==> config.mk <==
export PLATFORM = sky130hd
export DESIGN_NAME = muldiv_seq
export DESIGN_NICKNAME = d
export VERILOG_FILES = /design/src/rtl/muldiv_seq.sv
export SDC_FILE = /design/constraint.sdc
export NUM_CORES = 1
export LEC_CHECK = 0
export CORE_UTILIZATION = 56
export CTS_BUF_LIST = sky130_fd_sc_hd__clkbuf_8
export CTS_CLUSTER_SIZE = 16
export DETAILED_ROUTE_END_ITERATION = 10
export HOLD_SLACK_MARGIN = 0.03
export PLACE_DENSITY = 0.79
export SLEW_MARGIN = 20
export SYNTH_ARGS = -nofsm -noshare
export SYNTH_HDL_FRONTEND = slang
export SYNTH_SLANG_ARGS = --single-unit
export TNS_END_PERCENT = 5
==> constraint.sdc <==
create_clock -name clk_i -period 4.84 [get_ports clk_i]
set_clock_uncertainty 0.1 [all_clocks]
set_input_delay 0.484 -clock clk_i [delete_from_list [all_inputs] [get_ports clk_i]]
set_output_delay 0.484 -clock clk_i [all_outputs]
set_load 0.02 [all_outputs]
==> src/rtl/muldiv_seq.sv <==
// Multi-cycle RV32M multiply/divide sequencer: shift-add multiplier and restoring divider
// sharing one 33-bit adder, fixed 35-cycle start-to-done latency.
module muldiv_seq #(
    parameter int unsigned D_WIDTH = 32
) (
    input  logic               clk_i,
    input  logic               rst_i,
    input  logic               start_i,
    input  logic [2:0]         funct3_i,
    input  logic [D_WIDTH-1:0] op1_i,
    input  logic [D_WIDTH-1:0] op2_i,
    output logic               busy_o,
    output logic               done_o,
    output logic [D_WIDTH-1:0] result_o
);

    localparam int unsigned W    = D_WIDTH;
    localparam int unsigned CntW = $clog2(D_WIDTH);

    localparam logic [W-1:0]    OneW     = {{(W-1){1'b0}}, 1'b1};
    localparam logic [2*W-1:0]  OneD     = {{(2*W-1){1'b0}}, 1'b1};
    localparam logic [W:0]      OneA     = {{W{1'b0}}, 1'b1};
    localparam logic [CntW-1:0] CntOne   = {{(CntW-1){1'b0}}, 1'b1};
    localparam logic [CntW-1:0] CntLast  = {CntW{1'b1}};

    localparam logic [2:0] F3Mul    = 3'b000;
    localparam logic [2:0] F3Mulh   = 3'b001;
    localparam logic [2:0] F3Mulhsu = 3'b010;
    localparam logic [2:0] F3Mulhu  = 3'b011;
    localparam logic [2:0] F3Div    = 3'b100;
    localparam logic [2:0] F3Divu   = 3'b101;
    localparam logic [2:0] F3Rem    = 3'b110;
    localparam logic [2:0] F3Remu   = 3'b111;

    typedef enum logic [2:0] {
        StIdle,
        StPrep,
        StCalc,
        StFix,
        StDone
    } state_e;

    state_e state_q, state_d;

    logic [2:0]      funct3_q, funct3_d;
    logic [W-1:0]    op1_q, op1_d;
    logic [W-1:0]    op2_q, op2_d;
    logic [W-1:0]    a_q, a_d;      // multiplier / dividend bits, shifted out one per cycle
    logic [W-1:0]    b_q, b_d;      // multiplicand / divisor magnitude
    logic [2*W-1:0]  acc_q, acc_d;  // {hi, lo} product or {rem, quo}
    logic [CntW-1:0] cnt_q, cnt_d;
    logic            neg_q, neg_d;
    logic            divzero_q, divzero_d;
    logic [W-1:0]    result_q, result_d;

    // Operand decode, valid from PREP onward
    logic         is_div, is_rem, op1_signed, op2_signed, op1_neg, op2_neg;
    logic [W-1:0] op1_abs, op2_abs;

    always_comb begin
        is_div     = funct3_q[2];
        is_rem     = funct3_q[2] & funct3_q[1];
        op1_signed = (funct3_q == F3Mulh) || (funct3_q == F3Mulhsu) ||
                     (funct3_q == F3Div)  || (funct3_q == F3Rem);
        op2_signed = (funct3_q == F3Mulh) || (funct3_q == F3Div) || (funct3_q == F3Rem);
        op1_neg    = op1_signed & op1_q[W-1];
        op2_neg    = op2_signed & op2_q[W-1];
        op1_abs    = op1_neg ? (~op1_q + OneW) : op1_q;
        op2_abs    = op2_neg ? (~op2_q + OneW) : op2_q;
    end

    // Shared 33-bit adder: accumulate for multiply, trial-subtract for divide
    logic [W:0] rem_sh, add_a, add_b, add_sum;
    logic       add_cin;

    always_comb begin
        rem_sh = {acc_q[2*W-1:W], a_q[W-1]};
        if (is_div) begin
            add_a   = rem_sh;
            add_b   = ~{1'b0, b_q};
            add_cin = 1'b1;
        end else begin
            add_a   = {1'b0, acc_q[2*W-1:W]};
            add_b   = a_q[0] ? {1'b0, b_q} : '0;
            add_cin = 1'b0;
        end
        add_sum = add_a + add_b + (add_cin ? OneA : '0);
    end

    // Sign fix-up: products negate across all 64 bits so the high half
    // picks up the borrow from the low half; quotient/remainder negate alone.
    logic [2*W-1:0] prod_fix;
    logic [W-1:0]   half, half_fix, fix_val;

    always_comb begin
        prod_fix = neg_q ? (~acc_q + OneD) : acc_q;
        half     = is_rem ? acc_q[2*W-1:W] : acc_q[W-1:0];
        half_fix = neg_q ? (~half + OneW) : half;
        fix_val  = '0;
        unique case (funct3_q)
            F3Mul:                     fix_val = prod_fix[W-1:0];
            F3Mulh, F3Mulhsu, F3Mulhu: fix_val = prod_fix[2*W-1:W];
            F3Div, F3Divu:             fix_val = divzero_q ? '1 : half_fix;
            F3Rem, F3Remu:             fix_val = divzero_q ? op1_q : half_fix;
            default:                   fix_val = '0;
        endcase
    end

    logic [W-1:0] new_rem;

    always_comb begin
        state_d   = state_q;
        funct3_d  = funct3_q;
        op1_d     = op1_q;
        op2_d     = op2_q;
        a_d       = a_q;
        b_d       = b_q;
        acc_d     = acc_q;
        cnt_d     = cnt_q;
        neg_d     = neg_q;
        divzero_d = divzero_q;
        result_d  = result_q;
        new_rem   = add_sum[W] ? rem_sh[W-1:0] : add_sum[W-1:0];

        unique case (state_q)
            StIdle, StDone: begin
                if (start_i) begin
                    funct3_d = funct3_i;
                    op1_d    = op1_i;
                    op2_d    = op2_i;
                    state_d  = StPrep;
                end else begin
                    state_d  = StIdle;
                end
            end
            StPrep: begin
                a_d       = op1_abs;
                b_d       = op2_abs;
                neg_d     = is_rem ? op1_neg : (op1_neg ^ op2_neg);
                divzero_d = is_div & (op2_q == '0);
                cnt_d     = '0;
                acc_d     = '0;
                state_d   = StCalc;
            end
            StCalc: begin
                if (is_div) begin
                    // Borrow out (add_sum[W]) means the trial went negative: restore
                    acc_d = {new_rem, acc_q[W-2:0], ~add_sum[W]};
                    a_d   = {a_q[W-2:0], 1'b0};
                end else begin
                    acc_d = {add_sum, acc_q[W-1:1]};
                    a_d   = {1'b0, a_q[W-1:1]};
                end
                if (cnt_q == CntLast) begin
                    state_d = StFix;
                end else begin
                    cnt_d = cnt_q + CntOne;
                end
            end
            StFix: begin
                result_d = fix_val;
                state_d  = StDone;
            end
            default: state_d = StIdle;
        endcase
    end

    always_ff @(posedge clk_i) begin
        if (rst_i) begin
            state_q   <= StIdle;
            funct3_q  <= '0;
            op1_q     <= '0;
            op2_q     <= '0;
            a_q       <= '0;
            b_q       <= '0;
            acc_q     <= '0;
            cnt_q     <= '0;
            neg_q     <= 1'b0;
            divzero_q <= 1'b0;
            result_q  <= '0;
        end else begin
            state_q   <= state_d;
            funct3_q  <= funct3_d;
            op1_q     <= op1_d;
            op2_q     <= op2_d;
            a_q       <= a_d;
            b_q       <= b_d;
            acc_q     <= acc_d;
            cnt_q     <= cnt_d;
            neg_q     <= neg_d;
            divzero_q <= divzero_d;
            result_q  <= result_d;
        end
    end

    assign busy_o   = (state_q == StPrep) || (state_q == StCalc) || (state_q == StFix);
    assign done_o   = (state_q == StDone);
    assign result_o = result_q;

endmodule

**Word level (Yosys, flattened, before mapping)**

Cells that the tools add are included.

- Output and inout bits: 34
- Word-level logic and storage cells: 84
- Bits of input ports: 70
- Register bits after elaboration: 237

- Muxes and demuxes: 24
- Reductions and logical operators: 17
- Bitwise operators: 11
- Eq/ne operators: 14
- $add $sub $neg: 7

Operators by type and width:

| cell | number |
|---|---|
| $mux W32 | 9 |
| $mux W64 | 2 |
| $pmux W32 S4 | 1 |
| $pmux W64 S2 | 1 |
| $add A32 B1 Y32 const B | 3 |
| $not A32 Y32 | 3 |
| $mux W33 | 2 |
| $add A64 B1 Y64 const B | 1 |
| $not A64 Y64 | 1 |
| $pmux W32 S2 | 1 |
| $add A33 B1 Y33 | 1 |
| $add A33 B33 Y33 | 1 |
| $not A32 Y33 | 1 |
| $logic_not A32 Y1 | 1 |
| $eq A3 B3 Y1 const B | 5 |
| $eq A3 B2 Y1 const B | 4 |
| $pmux W3 S4 | 1 |
| $pmux W5 S2 | 1 |
| $logic_or A1 B1 Y1 | 7 |
| $eq A3 B1 Y1 const B | 2 |
| $logic_not A3 Y1 | 2 |
| $reduce_or A2 Y1 | 3 |
| $add A5 B1 Y5 const B | 1 |
| $eq A5 B5 Y1 const B | 1 |
| other kinds (10) | 18 |

**Depth between registers and ports, before layout**

- Depth in word-level cells: 7
- Depth in mapped cells: 21
- Depth with buffers taken out: 15

**Least setup slack after synthesis**

No wires, ideal clock.

- Path kind: register to register
- Start: reg funct3_q[2]
- End: reg acc_q[42]
- Period minus slack after synthesis: 4904 ps
- Path buffers: 7
- Data arrival time: 4667 ps
- Library setup time: 137 ps
- Setup slack: -64 ps
- Cell stages (with the launch flop): 20
- Required time: 4603 ps
- Cell sequence: dfxtp_1 > clkbuf_1 > buf_1 > clkbuf_1 > clkbuf_1 > mux2i_1 > fa_1 > fa_1 > nand2b_1 > a21o_1 > a31oi_1 > o21ai_0 > o21ai_1 > and3b_1 > clkbuf_1 > or2_2 > clkbuf_1 > buf_2 > mux2i_1 > o221ai_1

- Longest elaborated chain between the ends: 6
- Elaborated cells on any way between the ends: 9
- Classes of those cells: add/sub (2); mux (7)

RTL lines:

| element | RTL line | source |
|---|---|---|
| start: declaration | 45 | `logic [2:0] funct3_q, funct3_d;` |
| start signal: assignment | 183 | `funct3_q <= funct3_d;` |
| $mux W33 or $mux W1 (tied branches) | 78 | `if (is_div) begin` |
| $add A33 B33 Y33 or $mux W1 (tied branches) | 87 | `add_sum = add_a + add_b + (add_cin ? OneA : '0);` |
| $add A33 B1 Y33 | 87 |  |
| $mux W32 | 123 | `new_rem = add_sum[W] ? rem_sh[W-1:0] : add_sum[W-1:0];` |
| $mux W64 * | 146 | `if (is_div) begin` |
| $pmux W64 S2 * | 125 | `unique case (state_q)` |
| end signal: assignment | 176 | `acc_q <= '0;` |
| end signal: assignment | 188 | `acc_q <= acc_d;` |
| end: declaration | 50 | `logic [2*W-1:0] acc_q, acc_d;` |

Every way passes the cells marked *; elsewhere a longest branch is shown, timed or not.
A chain may end at the register's enable or synchronous reset.

**Final worst setup path**

- Start: reg a_q[0]
- End: reg acc_q[57]

- Longest elaborated chain between the ends: 7

RTL lines:

| element | RTL line | source |
|---|---|---|
| start: declaration | 48 | `logic [W-1:0] a_q, a_d;` |
| start signal: assignment | 174 | `a_q <= '0;` |
| start signal: assignment | 186 | `a_q <= a_d;` |
| $mux W32 * | 84 | `add_b = a_q[0] ? {1'b0, b_q} : '0;` |
| $mux W33 * | 78 |  |
| $add A33 B33 Y33 * | 87 |  |
| $add A33 B1 Y33 * | 87 |  |
| $mux W32 | 123 |  |
| $mux W64 * | 146 |  |
| $pmux W64 S2 * | 125 |  |

Marks and branches as above.

==> flow_summary.toml <==
[run_status]
outcome = "finished clean"

[clocking]
cts_root_buf = "clkbuf_8"
cts_hold_buffers = 0
cts_setup_buffers = 0
cts_resized = 0
clock_sinks = 237
clkTransAtPathRegs_ps = 60
insertion_delay_ps = 590
clock_path_buffers = 3
cts_tree = "built"
numCtsBuffers = 43
h-tree-depth = 2

[power]
ir_worst_vdd_mv = 0.2419
p_per_area_nw_per_um2 = 280.4
leakagePower_nw = 6.929
power_mw = 5.315

[synth]
synthArstFlopShare_pct = 0
synth_warnings = 0
synth_cell_types = 77
yosys.area.top_type = "dfxtp_1"
seq_area_frac_synth_pct = 28.05
synth_flop_cell = "dfxtp_1"
syn_area_sq_um = 16910
synth_enable_flop_cells = 0
synthCells = 2276
post_synth.cell_area_avg_sq_um = 7.431
syn_nets = 2386
ys_seq_elements = 237
yosys-top-cells-area = "dfxtp_1 28%, nand2_1 7.2%, mux2i_1 6.5%, a21oi_1 6.2%, nor2_1 4.8%"
netlist.area_leader.share_pct = 28.05

[critical_path]
crit_fanout = 26
end_kind = "register"
crit_required_ps = 5190
worstPathArrival_ps = 4790
cp-start-kind = "register"
worstSetupPathType = "reg2reg"

[routing]
wl_met2_mm = 25.36
dr.max_layer_used = "met5"
final_antenna_net_count = 0
wl_per_cell_microns = 21.92
wl_met1_mm = 24.70
routed_wl_mm = 58.74
wl_met3_mm = 5.738
drt_iter0_markers = 1932
via_per_inst = 6.462
drc = 0
firstDrtPassIters = 8
vias = 17320

[min_path]
hold_path_class = "in2reg"

[sta]
post-route-period-util_pct = 91.74
setup_viol = 0
fin_setup_tns_ps = 0
slew_violations = 0
max_slew_margin_pct = 25.18
period_needed_ps = 4440
hold_violations = 0
fmax_ghz = 0.2252
worstMarginPinSlew_ps = 1118
rsz0062_at_grt = "no"

[die]
design.core.area_sq_um = 29640
die-area_sq_um = 30900
fp.dieW_microns = 175.8
start_util_pct = 57.06
io_pins = 104
die_h_microns = 175.8
fp-row-count = 63

[flow_run]
maxCapViolCount = 0

[global_routing]
grt.total_usage_pct = 37.40
grt_pass1_vias = 16070
grt_max_degree = 93
grt_pass1_wl_mm = 90.56
grt_overflow = 0
antenna_found_initial = 3

[cells_and_area]
mostFrequentLayoutCells = "323 x nand2_1, 235 x dfxtp_1, 216 x nor2_1"
final_nets = 2370
multiInputGateArea_sq_um = 11260
layout_commonest_cell = "nand2_1"
diodes = 0
drive_gt1_share_pct = 7.686
synthToLayoutAreaGrowth_pct = 12.09
fillers = 2666
regArea_sq_um = 4750

[placed_design]
hpwl_mm = 42.33
place_congestion = 1.051
port_buffers = 103
## cell usage after synthesis (9+ instances only)
cell type  count
nor4_1        17
a21oi_1      211
or3_1         36
a221oi_1      15
dfxtp_1      237
a211oi_1      80
a311oi_1      11
nand3_1       32
ha_1          38
buf_1         25
or4_1         10
mux2i_1      109
a22oi_1       18
and2_1        10
o21ai_1       14
o21ai_0      136
xor2_1        84
nand2b_1      15
buf_2          9
o211ai_1      23
nand2_1      324
o221ai_1      22
o31ai_1       32
nor2_1       218
nor3_1        48
a21o_1        11
o22ai_1       13
xnor2_1       88
inv_1         33
o21a_1        11
o41ai_1       16
a31oi_1       17
clkbuf_1     174
mux2_2        35
## power breakdown
group | switching [mW] | internal, mW
clock network | 0.894 | 1.21
logic | 0.645 | 0.377
registers | 0.146 | 2.05
total | 1.68 | 3.63
## state kept, by name, indices dropped and copies added (netlist names)
register   cells
acc_q         64
b_q           32
op1_q         32
divzero_q      1
op2_q         32
result_o      32
funct3_q       3
neg_q          1
state_q        3
a_q           32
cnt_q          5
## metal layers
| metal | up-vias | track usage, % |
|---|---|---|
| met2 | 881 | 57.67 |
| met4 | 4 | 18.48 |
| met1 | 8112 | 49.72 |
| met5 | - | 0 |
| met3 | 201 | 7.229 |
| li1 | 8120 | - |
## critical path, cell delays in order, from the launching register on
cell       delay [ps]
dfxtp_1           390
nor2b_1           200
nand2_1            70
o21ai_0           120
inv_1              90
fa_1              470
fa_1              440
nand2b_1          180
a21o_1            180
a31oi_1           240
o21ai_0           200
o21ai_1           250
and3b_1           210
or2_2             630
mux2_2            420
a2bb2oi_1         150
## through the flow
stage	cells	setup WS (ps)	cell area (sq um)	utilization [%]	hold slack [ps]
after floorplan	2276	30.83	16910	-	342.0
after global placement	2605	558.2	18010	60.75	333.7
after detailed placement	2605	455.9	18010	60.77	345.0
after CTS	2680	429.6	18960	63.96	218.7
after global routing	2680	174.8	18960	63.96	248.4
final	2680	399.9	18960	63.96	232.8
## final cells by class
| cell class | count | area share, % |
|---|---|---|
| well taps | 390 | 2.574 |
| clock inverters | 22 | 1.135 |
| inverters | 33 | 0.6534 |
| clock buffers | 53 | 3.848 |
| flip-flops and latches | 237 | 25.05 |
| repair buffers | 149 | 7.333 |
| multi-input cells | 1796 | 59.40 |
## logic make-up after synthesis
logic type / count (synthesis) / share of synthesized area, %
AOI/OAI and AO/OA: 674 / 25.32
xor gates and xnor gates: 172 / 8.907
adders and majority gates: 40 / 3.048
buffers and inverters: 243 / 5.549
DFF: 237 / 28.05
muxes: 145 / 8.848
and+or+nand+nor: 765 / 20.27
## final timing paths
check                                                from                         to  slack, ps  depth (start not counted)
worst min-delay path                                rst_i     op1_q[20]$_SDFFE_PP0P_        230                          2
worst min register to register  result_o[13]$_SDFFE_PP0P_  result_o[13]$_SDFFE_PP0P_        360                          1
worst max register to register        a_q[0]$_SDFFE_PP0P_     acc_q[57]$_SDFFE_PP0P_        400                         15
worst max-delay path                  a_q[0]$_SDFFE_PP0P_     acc_q[57]$_SDFFE_PP0P_        400                         15
No activity file was read; power rests on OpenSTA's default activity.
